<file path="config.mk">
export PLATFORM = sky130hd
export DESIGN_NAME = shift_add_mult_16
export DESIGN_NICKNAME = d
export VERILOG_FILES = /design/src/rtl/shift_add_mult_16_pkg.sv /design/src/rtl/shift_add_mult_16_add_rca.sv /design/src/rtl/shift_add_mult_16.sv
export SDC_FILE = /design/constraint.sdc
export NUM_CORES = 1
export LEC_CHECK = 0
export BUFFER_PORTS_ARGS = -buffer_cell sky130_fd_sc_hd__buf_2
export CAP_MARGIN = 20
export CORE_MARGIN = 5
export CORE_UTILIZATION = 48
export CTS_BUF_LIST = sky130_fd_sc_hd__clkbuf_16
export CTS_CLUSTER_SIZE = 24
export DETAILED_ROUTE_END_ITERATION = 10
export GPL_TIMING_DRIVEN = 0
export PLACE_DENSITY = 0.76
export REMOVE_ABC_BUFFERS = 1
export SETUP_SLACK_MARGIN = 0.2
export SYNTH_ARGS = -nofsm -noshare
export SYNTH_HDL_FRONTEND = slang
export SYNTH_HIERARCHICAL = 1
export SYNTH_SLANG_ARGS = --single-unit
export TNS_END_PERCENT = 5
</file>
<file path="constraint.sdc">
create_clock -name clk -period 7.2 [get_ports clk]
set_clock_uncertainty 0.05 [all_clocks]
set_input_delay 1.44 -clock clk [delete_from_list [all_inputs] [get_ports clk]]
set_output_delay 1.44 -clock clk [all_outputs]
set_load 0.01 [all_outputs]
</file>
<file path="src/rtl/shift_add_mult_16_pkg.sv">
// Shared definitions for the shift-and-add multiplier.
//   state_t : FSM state encoding (IDLE / RUN / DONE)
//   MULT_W  : operand width. The multiplier and its Add_rca must both use this width.
package shift_add_mult_16_pkg;

  localparam int MULT_W = 16;

  typedef enum logic [1:0] {
    ST_IDLE = 2'd0,
    ST_RUN  = 2'd1,
    ST_DONE = 2'd2
  } state_t;

endpackage : shift_add_mult_16_pkg

</file>
<file path="src/rtl/shift_add_mult_16_add_rca.sv">
// Add_rca: plain ripple-carry adder. It is the only adder in the multiplier datapath.
// Ports:
//   a, b  : WIDTH-bit addends
//   c_in  : carry in
//   sum   : WIDTH-bit sum
//   c_out : carry out of the top bit
module Add_rca #(
  parameter int WIDTH = 16
) (
  input  logic [WIDTH-1:0] a,
  input  logic [WIDTH-1:0] b,
  input  logic             c_in,
  output logic [WIDTH-1:0] sum,
  output logic             c_out
);

  logic [WIDTH:0] w_carry;

  assign w_carry[0] = c_in;

  for (genvar i = 0; i < WIDTH; i++) begin : g_fa
    assign sum[i]       = a[i] ^ b[i] ^ w_carry[i];
    assign w_carry[i+1] = (a[i] & b[i]) | (w_carry[i] & (a[i] ^ b[i]));
  end

  assign c_out = w_carry[WIDTH];

endmodule : Add_rca

</file>
<file path="src/rtl/shift_add_mult_16.sv">
// shift_add_mult_16: sequential 16x16 unsigned shift-and-add multiplier.
// It handles one multiply at a time. Each multiply takes 16 RUN cycles through a single Add_rca.
// Ports:
//   clk       : rising-edge clock
//   rst_n     : asynchronous active-low reset (release expected synchronous to clk)
//   in_valid  : operands a/b valid
//   in_ready  : registered, high only in IDLE
//   a, b      : multiplicand / multiplier
//   out_valid : registered, high only in DONE
//   out_ready : consumer accepts product
//   product   : registered 32-bit a*b, meaningful while out_valid is high
//   busy      : registered, high in RUN or DONE
module shift_add_mult_16
  import shift_add_mult_16_pkg::*;
#(
  parameter int WIDTH       = MULT_W,
  parameter bit BYPASS_ZERO = 1'b1
) (
  input  logic                 clk,
  input  logic                 rst_n,
  input  logic                 in_valid,
  output logic                 in_ready,
  input  logic [WIDTH-1:0]     a,
  input  logic [WIDTH-1:0]     b,
  output logic                 out_valid,
  input  logic                 out_ready,
  output logic [2*WIDTH-1:0]   product,
  output logic                 busy
);

  if (WIDTH != MULT_W) begin : g_bad_width
    $error("shift_add_mult_16: WIDTH must equal MULT_W (16)");
  end

  state_t               r_state;
  logic [2*WIDTH-1:0]   r_acc;
  logic [WIDTH-1:0]     r_m;
  logic [3:0]           r_cnt;
  logic                 r_in_ready;
  logic                 r_out_valid;
  logic                 r_busy;

  logic [WIDTH-1:0]     w_add_b;
  logic [WIDTH-1:0]     w_sum;
  logic                 w_cout;
  logic                 w_zero_op;

  // The high half of the accumulator holds the partial product. The low half holds the
  // multiplier bits that are not consumed yet, and acc[0] selects whether M is added this cycle.
  assign w_add_b   = r_acc[0] ? r_m : '0;
  assign w_zero_op = BYPASS_ZERO && ((a == '0) || (b == '0));

  Add_rca #(.WIDTH(WIDTH)) u_add (
    .a     (r_acc[2*WIDTH-1:WIDTH]),
    .b     (w_add_b),
    .c_in  (1'b0),
    .sum   (w_sum),
    .c_out (w_cout)
  );

  // Handshake flags are registered together with the state. They then follow the state
  // exactly, and no input reaches them combinationally.
  always_ff @(posedge clk or negedge rst_n) begin
    if (!rst_n) begin
      r_state     <= ST_IDLE;
      r_acc       <= '0;
      r_m         <= '0;
      r_cnt       <= '0;
      r_in_ready  <= 1'b1;
      r_out_valid <= 1'b0;
      r_busy      <= 1'b0;
    end else begin
      case (r_state)
        ST_IDLE: begin
          if (in_valid && r_in_ready) begin
            r_m        <= a;
            r_cnt      <= '0;
            r_in_ready <= 1'b0;
            r_busy     <= 1'b1;
            if (w_zero_op) begin
              r_acc       <= '0;
              r_state     <= ST_DONE;
              r_out_valid <= 1'b1;
            end else begin
              r_acc   <= {{WIDTH{1'b0}}, b};
              r_state <= ST_RUN;
            end
          end
        end
        ST_RUN: begin
          // The carry becomes the new MSB. If it were dropped, the upper product bits would be wrong.
          r_acc <= {w_cout, w_sum, r_acc[WIDTH-1:1]};
          r_cnt <= r_cnt + 4'd1;
          if (r_cnt == 4'(MULT_W - 1)) begin
            r_state     <= ST_DONE;
            r_out_valid <= 1'b1;
          end
        end
        ST_DONE: begin
          // in_ready is only re-armed here, so an accept can happen one edge later at the earliest.
          if (out_ready) begin
            r_state     <= ST_IDLE;
            r_out_valid <= 1'b0;
            r_busy      <= 1'b0;
            r_in_ready  <= 1'b1;
          end
        end
        default: begin
          r_state     <= ST_IDLE;
          r_out_valid <= 1'b0;
          r_busy      <= 1'b0;
          r_in_ready  <= 1'b1;
        end
      endcase
    end
  end

  assign in_ready  = r_in_ready;
  assign out_valid = r_out_valid;
  assign busy      = r_busy;
  assign product   = r_acc;

endmodule : shift_add_mult_16

</file>
Word level (Yosys, flattened, before mapping)
Index checks and enable logic that the tools add are counted.
- $add $sub $neg: 1
- eq/ne operators: 7
- mux-type cells: 21
- bitwise operators: 78
- reductions and logical operators: 11
- operators by type and width (operator ; count):
    32-bit case mux with 2 select lines ; 1
    16-bit logical NOT ; 2
    16-bit 2-to-1 mux ; 2
    32-bit 2-to-1 mux ; 1
    1-bit AND ; 31
    1-bit XOR ; 31
    1-bit OR ; 15
    1-bit case mux with 3 select lines ; 3
    2-bit 2-to-1 mux ; 4
    2-bit inequality test (second input constant) ; 4
    4-bit case mux with 2 select lines ; 1
    1-bit 2-to-1 mux ; 7
    2-bit case mux with 3 select lines ; 1
    3-bit AND reduction ; 2
    4-bit by 1-bit adder with 4-bit output (second input constant) ; 1
    4-bit == test (second input constant) ; 1
    4-bit 2-to-1 mux ; 1
    2-bit AND reduction ; 2
    4-bit AND reduction ; 1
    2-bit by 1-bit == test with 1-bit output (second input constant) ; 1
    2-bit == test (second input constant) ; 1
    2-bit logical NOT ; 1
    2-bit nonzero test ; 1
    1-bit logical AND ; 1
    2 further kinds ; 2
- register bits: 57
- bits of input ports: 36
- output and inout port bits: 35
- word-level logic and storage cells: 125

Logic depth before layout (Yosys ltp)
- depth after elaboration: 33
- mapped depth: 22
- mapped depth without buffers: 22

Modules after synthesis
Netlist, hierarchy kept.
- by module, submodules not included (module ; instances ; cells each ; area an instance (µm²)):
    shift_add_mult_16 ; 1 ; 201 ; 2534.9
    Add_rca ; 1 ; 26 ; 357.8

Least setup slack after synthesis
OpenSTA, ideal clock, no wires.
- kind: register to register
- from: register r_acc[0], in the netlist product[0]
- to: register r_acc[30], in the netlist product[30]
- library setup time: 0.066 ns
- arrival time: 6.763 ns
- data required time: 7.084 ns
- setup slack: 0.321 ns
- stages on the path, launching flop included: 23
- cells stage by stage: dfrtp_1 > and2_1 > fa_1 > inv_1 > fa_1 > inv_1 > fa_1 > fa_1 > fa_1 > fa_1 > fa_1 > fa_1 > fa_1 > fa_1 > fa_1 > fa_1 > fa_1 > fa_1 > fa_1 > inv_1 > fa_1 > inv_1 > a22o_1
- longest elaborated chain between the ends: 32
- elaborated cells on any way between the ends: 61
- classes of those cells: 2 x mux; 59 x bitwise
- ends and longest elaborated chain (item ; RTL line ; source):
    start, declared ; shift_add_mult_16.sv:36 ; logic [2*WIDTH-1:0] r_acc;
    start signal, assigned ; shift_add_mult_16.sv:85 ; r_acc <= {{WIDTH{1'b0}}, b};
    start signal, assigned ; shift_add_mult_16.sv:92 ; r_acc <= {w_cout, w_sum, r_acc[WIDTH-1:1]};
    16-bit 2-to-1 mux ; shift_add_mult_16.sv:50 ; assign w_add_b = r_acc[0] ? r_m : '0;
    via w_add_b[0] ; shift_add_mult_16.sv:43 ; logic [WIDTH-1:0] w_add_b;
    1-bit AND (2 in series) ; shift_add_mult_16_add_rca.sv:23 ; assign w_carry[i+1] = (a[i] & b[i]) | (w_carry[i] & (a[i] ^ b[i]));
    1-bit OR ; shift_add_mult_16_add_rca.sv:23 ;
    1-bit AND ; shift_add_mult_16_add_rca.sv:23 ;
    1-bit OR ; shift_add_mult_16_add_rca.sv:23 ;
    1-bit AND ; shift_add_mult_16_add_rca.sv:23 ;
    1-bit OR ; shift_add_mult_16_add_rca.sv:23 ;
    (+17 left out) ; -- ;
    1-bit OR ; shift_add_mult_16_add_rca.sv:23 ;
    1-bit AND ; shift_add_mult_16_add_rca.sv:23 ;
    1-bit OR ; shift_add_mult_16_add_rca.sv:23 ;
    1-bit AND ; shift_add_mult_16_add_rca.sv:23 ;
    1-bit OR ; shift_add_mult_16_add_rca.sv:23 ;
    1-bit XOR ; shift_add_mult_16_add_rca.sv:22 ; assign sum[i] = a[i] ^ b[i] ^ w_carry[i];
    via w_sum[15] ; shift_add_mult_16.sv:44 ; logic [WIDTH-1:0] w_sum;
    32-bit case mux with 2 select lines ; shift_add_mult_16.sv:73 ; case (r_state)
The timed path passes the listed nets, and every way through them passes these cells.
A chain may end at the register's enable or synchronous reset.

Final worst setup path
- from: register r_m[0]
- to: register r_acc[30], in the netlist product[30]
- longest elaborated chain between the ends: 32
- ends and longest elaborated chain (item ; RTL line ; source):
    start, declared ; shift_add_mult_16.sv:37 ; logic [WIDTH-1:0] r_m;
    start signal, assigned ; shift_add_mult_16.sv:67 ; r_m <= '0;
    start signal, assigned ; shift_add_mult_16.sv:76 ; r_m <= a;
    16-bit 2-to-1 mux ; shift_add_mult_16.sv:50 ;
    via w_add_b[0] ; shift_add_mult_16.sv:43 ;
    1-bit AND (2 in series) ; shift_add_mult_16_add_rca.sv:23 ;
    1-bit OR ; shift_add_mult_16_add_rca.sv:23 ;
    1-bit AND ; shift_add_mult_16_add_rca.sv:23 ;
    1-bit OR ; shift_add_mult_16_add_rca.sv:23 ;
    1-bit AND ; shift_add_mult_16_add_rca.sv:23 ;
    1-bit OR ; shift_add_mult_16_add_rca.sv:23 ;
    (+17 left out) ; -- ;
    1-bit OR ; shift_add_mult_16_add_rca.sv:23 ;
    1-bit AND ; shift_add_mult_16_add_rca.sv:23 ;
    1-bit OR ; shift_add_mult_16_add_rca.sv:23 ;
    1-bit AND ; shift_add_mult_16_add_rca.sv:23 ;
    1-bit OR ; shift_add_mult_16_add_rca.sv:23 ;
    1-bit XOR ; shift_add_mult_16_add_rca.sv:22 ;
    via w_sum[15] ; shift_add_mult_16.sv:44 ;
    32-bit case mux with 2 select lines ; shift_add_mult_16.sv:73 ;
The timed path passes the listed nets, and every way through them passes these cells.

==> impl_metrics.yaml <==
status:
  outcome: "completed"
cts:
  htree_levels: 3
  clkSinkCount: 57
  cts.path.max_buffers: 2
  clkTransAtPathRegs_ps: 50
  cts_tree: "built"
  cts_root_buf: "clkbuf_16"
  clk_latency_ps: 320
  cts_buffers: 9
finish:
  area_growth_pct: 23.96
  mostFrequentLayoutCell: "buf_2"
  multi_input_area_um2: 1331
  nets: 351
  seqCellArea_um2: 1429
  diodes: 0
  n_fill_cell: 484
  mostFrequentLayoutCells: "70 x buf_2, 55 x dfrtp_1, 33 x a22o_1"
  layout-drive-gt1-share: 0.3709
  instances_no_fill: 377
power_and_ir_drop:
  p_leak_nw: 1.994
  powerDensity_nw_per_um2: 360.9
  power_w: 0.001294
  vdd_drop_max_mv: 0.2266
critical_path:
  arrival_ps: 6990
  crit_path_end: "product[30]$_DFFE_PN0P_"
  critical_path_class: "reg2reg"
  critPathMaxFanout: 2
  end_kind: "register"
  reg2reg_slack_ps: 410
  reg2reg_from: "r_m[0]$_DFFE_PN0P_"
  worst_ep_required_time_ps: 7400
  start_kind: "register"
  cp-startpoint: "r_m[0]$_DFFE_PN0P_"
  r2r-end: "product[30]$_DFFE_PN0P_"
  worst-r2r-cell-count: 22
synth:
  async_flop_share: 1.000
  avgSynthCellArea_um2: 12.74
  synth-edff-count: 0
  synth_warnings: 6
  synthTopCellsByArea: "dfrtp_1 48%, fa_1 11%, a22o_1 10%"
  ys_types: 32
  synth_cells: 227
  synth_top_flop_cell: "dfrtp_1"
  yosysSeqAreaShare: 0.4935
  netlist_area_um2: 2893
  synth.top_cell.area_share: 0.4844
  ys_ff_latch: 57
  synth_top_area_cell: "dfrtp_1"
die:
  dieHeight_um: 87.63
  ioPinCount: 71
  start_util: 0.4915
  fp.coreArea_um2: 5886
  fp.dieW_um: 87.63
  dieArea_um2: 7679
  rows: 28
route:
  routed-via-count: 2051
  initialDrtViolationCount: 105
  drc: 0
  dr.pass1.iters: 4
  antenna_left: 0
  wl_um: 6191
  wire_per_inst_um: 16.42
  viasPerCell: 5.440
global_routing:
  grt_max_degree: 34
  overflow: 0
  antenna_found_initial: 0
  gr-usage-all-layers: 0.1759
  grt_pass1_vias: 2172
  grt_pass1_wl_um: 10340
run:
  cap_violations: 0
sta:
  fin_crit_sh: 0.9434
  tightest_slew_ps: 625.6
  maxSlewHeadroom: 0.5811
  hold_violations: 0
  setup_viol: 0
  rsz0062_at_grt: "false"
  min_period_ps: 6792
  fin_ws_ps: 407.6
  slew_violations: 0
  fmax_mhz: 147.2
min_path:
  hp-class: "reg2reg"
place:
  io_buffers: 70
  place_inst: 361
  place_hpwl_um: 4474
  dp_slack_ps: -130.1
  place_congestion: 0.8058
[metal layers]
metal,vias up,global-route usage,part of all wire
li1,951,-,-
met1,1032,0.2315,0.43
met2,56,0.2767,0.48
met3,12,0.04610,0.066
met4,0,0.07392,0.017
met5,-,0,0
[sequential cells by signal, indices dropped and copies added, names as in the netlist]
signal	flops
in_ready	1
r_state	2
busy	1
product	32
r_m	16
r_cnt	4
out_valid	1
[stage by stage]
stage	hold slack [ps]	utilization	area, µm²	TNS (ps)
3_5_place_dp	438.9	0.5621	3308	-130.1
2_1_floorplan	407.7	-	2786	0
3_3_place_gp	431.3	0.5489	3231	-4.136
6_report	450.4	0.6093	3586	0
4_1_cts	449.3	0.6076	3576	0
5_1_grt	465.0	0.6093	3586	0
[synthesized netlist by cell type, types with 4 or more instances]
library cell,n
a21o_1,18
a21oi_1,4
a22o_1,33
and2_1,16
clkbuf_1,6
dfrtp_1,56
fa_1,16
inv_1,12
mux2_2,8
mux2_4,8
nand2_1,7
nor2_1,5
nor4_1,8
o21ai_0,5
[worst min-delay path by stage]
stage	slack (ps)	endpoint	cells past startpoint	from
2_1_floorplan	410	r_cnt[3]$_DFFE_PN0P_	1	r_cnt[3]$_DFFE_PN0P_
3_3_place_gp	430	r_cnt[3]$_DFFE_PN0P_	1	r_cnt[3]$_DFFE_PN0P_
3_5_place_dp	440	r_m[3]$_DFFE_PN0P_	1	r_m[3]$_DFFE_PN0P_
4_1_cts	450	r_cnt[3]$_DFFE_PN0P_	1	r_cnt[3]$_DFFE_PN0P_
5_1_grt	460	r_m[6]$_DFFE_PN0P_	1	r_m[6]$_DFFE_PN0P_
6_report	450	r_m[8]$_DFFE_PN0P_	1	r_m[8]$_DFFE_PN0P_
[kinds of logic after synthesis]
| group | share of synthesized area |
|---|---|
| adders and majority gates | 0.1151 |
| other | 0.001296 |
| AOI/OAI and AO/OA | 0.1717 |
| muxes | 0.07267 |
| buffers and inverters | 0.05233 |
| and+or+nand+nor | 0.09344 |
| DFF | 0.4935 |
[repair_timing]
action                     CTS  global route
gates resized for setup      3             4
setup buffers                1             0
setup endpoints to repair    2             2
hold buffers                 0             0
[power by group]
part           total, W  switching (W)  internal, W
Combinational  0.000437       0.000215     0.000221
Sequential     0.000496      0.0000819     0.000414
Clock          0.000362       0.000137     0.000225
[worst max-delay path: stages (launching register included)]
cell,delay (ps)
dfrtp_1,370
and2_1,170
fa_1,380
inv_1,80
fa_1,160
inv_1,50
fa_1,370
fa_1,390
fa_2,350
fa_2,350
fa_1,390
fa_1,390
fa_2,350
fa_1,390
fa_2,360
fa_2,350
fa_2,340
fa_1,390
fa_1,370
inv_1,80
fa_1,400
inv_1,70
a22o_1,130
[final cells by class]
type,instances,share of cell area
sequential,57,0.3985
multi-input combinational,144,0.3712
timing repair buffer,74,0.1207
clock buffer,9,0.06281
tap,75,0.02617
inverter,12,0.01256
clock inverter,6,0.008025
No activity file was read; power rests on OpenSTA's default activity.
